**src/rtl/ex_mem_stage.sv**
```systemverilog
// EX/MEM pipeline register: captures ALU outputs and EX control, resolves
// conditional branches in MEM and keeps saturating branch statistics.
module ex_mem_stage #(
    parameter int unsigned XLEN  = 64,
    parameter int unsigned CNT_W = 32
) (
    input  logic             clk,
    input  logic             reset,
    input  logic             stall,
    input  logic             flush,
    input  logic             ex_valid,
    input  logic [XLEN-1:0]  ex_pc,
    input  logic [XLEN-1:0]  ex_imm,
    input  logic [XLEN-1:0]  ex_alu_result,
    input  logic             ex_zero,
    input  logic             ex_sign,
    input  logic [XLEN-1:0]  ex_rs2_data,
    input  logic [4:0]       ex_rd,
    input  logic             ex_reg_write,
    input  logic             ex_mem_read,
    input  logic             ex_mem_write,
    input  logic             ex_mem_to_reg,
    input  logic             ex_branch,
    input  logic [2:0]       ex_funct3,
    output logic             mem_valid,
    output logic [XLEN-1:0]  mem_alu_result,
    output logic [XLEN-1:0]  mem_rs2_data,
    output logic [4:0]       mem_rd,
    output logic             mem_reg_write,
    output logic             mem_mem_read,
    output logic             mem_mem_write,
    output logic             mem_mem_to_reg,
    output logic [XLEN-1:0]  mem_branch_target,
    output logic             mem_pc_src,
    output logic             redirect_flush,
    output logic [CNT_W-1:0] branch_count,
    output logic [CNT_W-1:0] taken_count
);

    localparam logic [2:0] F3_BEQ = 3'b000;
    localparam logic [2:0] F3_BNE = 3'b001;
    localparam logic [2:0] F3_BLT = 3'b100;
    localparam logic [2:0] F3_BGE = 3'b101;

    logic            taken_q;
    logic            cond_c;
    logic            taken_c;
    logic            squash_c;
    logic            bubble_c;
    logic            load_c;
    logic            count_c;
    logic [XLEN-1:0] target_c;

    // Branch resolution and edge-priority decode
    always_comb begin
        cond_c   = 1'b0;
        case (ex_funct3)
            F3_BEQ:  cond_c = ex_zero;
            F3_BNE:  cond_c = ~ex_zero;
            F3_BLT:  cond_c = ex_sign;
            F3_BGE:  cond_c = ~ex_sign;
            default: cond_c = 1'b0;
        endcase
        taken_c  = ex_valid & ex_branch & cond_c;
        squash_c = mem_pc_src;
        bubble_c = squash_c | flush;
        load_c   = ~bubble_c & ~stall;
        count_c  = load_c & ex_valid & ex_branch;
        target_c = ex_pc + (ex_imm << 1);
    end

    // Pipeline register; datapath fields are left untouched on a bubble
    always_ff @(posedge clk) begin
        if (reset) begin
            mem_valid         <= 1'b0;
            mem_alu_result    <= '0;
            mem_rs2_data      <= '0;
            mem_rd            <= '0;
            mem_reg_write     <= 1'b0;
            mem_mem_read      <= 1'b0;
            mem_mem_write     <= 1'b0;
            mem_mem_to_reg    <= 1'b0;
            mem_branch_target <= '0;
            taken_q           <= 1'b0;
        end else if (bubble_c) begin
            mem_valid         <= 1'b0;
            mem_reg_write     <= 1'b0;
            mem_mem_read      <= 1'b0;
            mem_mem_write     <= 1'b0;
            mem_mem_to_reg    <= 1'b0;
            taken_q           <= 1'b0;
        end else if (!stall) begin
            mem_valid         <= ex_valid;
            mem_alu_result    <= ex_alu_result;
            mem_rs2_data      <= ex_rs2_data;
            mem_rd            <= ex_rd;
            mem_reg_write     <= ex_reg_write  & ex_valid;
            mem_mem_read      <= ex_mem_read   & ex_valid;
            mem_mem_write     <= ex_mem_write  & ex_valid;
            mem_mem_to_reg    <= ex_mem_to_reg & ex_valid;
            mem_branch_target <= target_c;
            taken_q           <= taken_c;
        end
    end

    // Saturating performance counters
    always_ff @(posedge clk) begin
        if (reset) begin
            branch_count <= '0;
            taken_count  <= '0;
        end else if (count_c) begin
            if (branch_count != '1) begin
                branch_count <= branch_count + CNT_W'(1);
            end
            if (taken_c && (taken_count != '1)) begin
                taken_count <= taken_count + CNT_W'(1);
            end
        end
    end

    assign mem_pc_src     = mem_valid & taken_q;
    assign redirect_flush = mem_pc_src;

endmodule
```
**config.mk**
```make
export PLATFORM = sky130hd
export DESIGN_NAME = ex_mem_stage
export DESIGN_NICKNAME = d
export VERILOG_FILES = /design/src/rtl/ex_mem_stage.sv
export SDC_FILE = /design/constraint.sdc
export NUM_CORES = 1
export LEC_CHECK = 0
export ABC_AREA = 1
export CORE_UTILIZATION = 35
export CTS_CLUSTER_SIZE = 24
export DETAILED_ROUTE_END_ITERATION = 10
export GPL_TIMING_DRIVEN = 0
export PLACE_DENSITY = 0.7
export REMOVE_ABC_BUFFERS = 1
export SLEW_MARGIN = 20
export SYNTH_ARGS = -nofsm -noshare
export SYNTH_HDL_FRONTEND = slang
export SYNTH_SLANG_ARGS = --single-unit
```
**constraint.sdc**
```tcl
create_clock -name clk -period 3.3 [get_ports clk]
set_input_delay 0.33 -clock clk [delete_from_list [all_inputs] [get_ports clk]]
set_output_delay 0.33 -clock clk [all_outputs]
set_load 0.01 [all_outputs]
```
==> results.md <==
* Crit end category: flip-flop
* Count of input and output buffers at 542
* Hold Crit Class: primary input to flip-flop
* Row cnt at 79
* H-tree Lvls at 2
* Via count of the routed design at ~18,000
* Cell variety after synth at 42
* Commonest cells after routing, fill and taps aside: nand2_1, clkdlybuf4s50_1, nor2_1
* Core Region at 46,560 µm²
* Post-Synthesis Cells at about 2,700
* Gpl congestion at between 0.9 and 1
* Initial Util at 35.56%
* Final Setup Violations at 0
* # resized after CTS at 0
* Fill cells at between 4,000 and 5,000
* Status: finished clean
* Clock root cell: clkbuf_16
* Max Fclk at 388.7 MHz
* GRT overflow at 0
* Clk pwr share at 39.7%
* Drt initial violations at 1,258
* Post-route ant nets at 0
* Max-Slew Margin vs Limit at a little under half
* Internal power at roughly 0.0066 W
* Clock sink total at 267
* PwrDens at 394.1 nW/µm²
* TritonCTS Buffers at 34
* Synth Register Bits at 267
* Chip Width at 219.5 µm
* Total power at 0.009367 W
* FF-to-FF Start: taken_count[0]
* Mapped Avg Cell Area at around 6 µm²
* Switching share of power at 29.24%
* Largest net degree at the start of global routing at 119
* Seq pwr share at 37.1%
* Fraction of registers with async set/reset at 0%
* Commonest non-fill, non-tap cell in the layout: nand2_1
* Post-CTS setup buffer count at 0
* DR vias/cell at 4.711
* Wire per inst at 15.35 µm
* Top flop regs: mem_alu_result x64, mem_branch_target x64, mem_rs2_data x64
* Slew Limit Fails at 0
* Minimum clock period at 2.573 ns
* Reg clk slew, reported paths at 0.06 ns
* Synth warnings at 0
* Vias in the first global route at between 15,000 and 20,000
* Detailed-route DRC error count at 0
* Setup ws final at between 0.7 and 0.8 ns
* Max cap viols at 0
* FF+latch area at 5345 µm²
* Ys flop type: dfxtp_1
* Worst-Skew Late Latency at 0.54 ns
* Critical Path Start: ex_pc[1]
* Setup Skew at roughly 0.021 ns
* Final wirelength at between 50,000 and 60,000 µm
* Worst endpoint required time at 3.73 ns
* Worst reg-to-reg path cell count at 12
* CP Class: primary input to flip-flop
* Period utilization at between 70% and 80%
* CP arrival at about 3.0 ns
* Num ports at around 540
* First-pass GRT wire length at roughly 90,000 µm
* Drt pass-1 iters at 5
* Proportion of power drawn by combinational gates at 23.2%
* End point of the critical path: mem_branch_target[41]
* Sequential area share after synthesis at 32.29%
* Area occupied by multi-input gates at 9308 µm²
* Leak Pwr at 11.13 nW
* Initial antenna violation count at 3
* Area growth syn-to-layout at 43.58%
* Worst vdd ir at 0.4925 mV
* Layout Nets at about 3,600
* Final Core Density at between 50% and 60%
* Die Ht at 219.5 µm
* Share of cells above drive strength 1 at under 10%
* RSZ-0062 raised after global routing: false
* Psw at 0.002738 W
* Startpoint types: primary input
* R2R Path End: taken_count[16]
* Fin. Hold Viols at 0
* CTS tree: done
* Synth Cell Area at 16,550 µm²
* Detail Placement HPWL at 46,710 µm
* Place WS at 0.2181 ns
* GRT Total Usage at 23.62%
* R2r setup slk at 0.80 ns
* Hold buffer count at CTS at 0
* EDFF count, synth at 0
* DIE AREA at 48,170 µm²
* Crit-path max FO at 4
* Slew @ Worst Pin at 0.8229 ns
* Clock Path Buffers at 3
synth_stat cells (24+ instances only):
| library cell | instances | area [µm²] |
|---|---|---|
| o21bai_1 | 24 | 180.2 |
| nand3_1 | 99 | 495.5 |
| ha_1 | 64 | 800.8 |
| clkbuf_1 | 54 | 202.7 |
| a21oi_1 | 112 | 560.5 |
| xor2_1 | 52 | 455.4 |
| o21ai_0 | 184 | 920.9 |
| inv_1 | 401 | 1505 |
| nor3_1 | 47 | 235.2 |
| nand2_1 | 803 | 3014 |
| nor2_1 | 452 | 1697 |
| o21a_1 | 26 | 195.2 |
| dfxtp_1 | 267 | 5345 |
cell type report:
| cell class | instances | area share [%] |
|---|---|---|
| Inverter | 406 | 6.465 |
| Timing Repair Buffer | 554 | 24.04 |
| Sequential cell | 267 | 22.49 |
| Clock inverter | 16 | 0.7686 |
| Antenna cell | 1 | 0.01053 |
| Clock buffer | 42 | 3.874 |
| Multi-Input combinational cell | 1962 | 39.16 |
| Tap cell | 607 | 3.195 |
through the flow:
stage / hold WS [ns] / cell area (µm²) / setup TNS (ns) / std cells
2_1_floorplan: 0.3991 / 16170 / -264.32 / 2635
4_1_cts: 0.1197 / 23770 / 0 / 3854
6_report: 0.1545 / 23770 / 0 / 3855
3_5_place_dp: 0.4558 / 22660 / 0 / 3796
3_3_place_gp: 0.4464 / 22350 / -1361.40 / 3784
5_1_grt: 0.1374 / 23770 / 0 / 3854
layer usage:
metal / GRT usage [%] / wire length (µm) / part of all wire, % / vias up
met5: 0 / 27 / 0.046 / -
met4: 6.736 / 1418 / 2.4 / 4
met3: 6.087 / 5154 / 8.7 / 88
met2: 39.01 / 26910 / 45 / 601
met1: 30.12 / 25660 / 43 / 8021
li1: - / - / - / 9447
power groups by stage:
| stage | combinational [W] | clock, W | sequential [W] |
|---|---|---|---|
| floorplan | 0.000987 | 0 | 0.00362 |
| global placement | 0.00214 | 0 | 0.00354 |
| detailed placement | 0.00217 | 0 | 0.00354 |
| CTS | 0.00218 | 0.00382 | 0.00348 |
| global route | 0.00239 | 0.00395 | 0.00349 |
| finish | 0.00217 | 0.00372 | 0.00348 |
worst min-delay path by stage:
stage            start                to  cells past startpoint
3_5_place_dp   taken_q           taken_q                      2
2_1_floorplan    reset  branch_count[10]                      1
5_1_grt          reset  branch_count[17]                      2
3_3_place_gp   taken_q           taken_q                      2
4_1_cts          reset  branch_count[18]                      2
6_report         reset  branch_count[18]                      2
cells by family after synthesis:
kind of cell,Yosys count,share of synthesized area (%)
compound gates,363,11.90
xor+xnor,68,3.598
fa+ha+maj,65,4.958
buf+inv,489,11.53
flops,267,32.29
simple gates,1466,35.72
worst max-delay path: stages:
cell and delay (ns):
clkdlybuf4s50_1 0.40, ha_1 0.26, fa_1 0.49, nand3_1 0.13, nand3_1 0.17, nand2_1 0.10
nand2_1 0.15, nand2_1 0.10, nand3_1 0.16, a21oi_1 0.41, nor2_1 0.08, nor2_1 0.16
nor2_1 0.05
(Power assumes the default switching activity.)
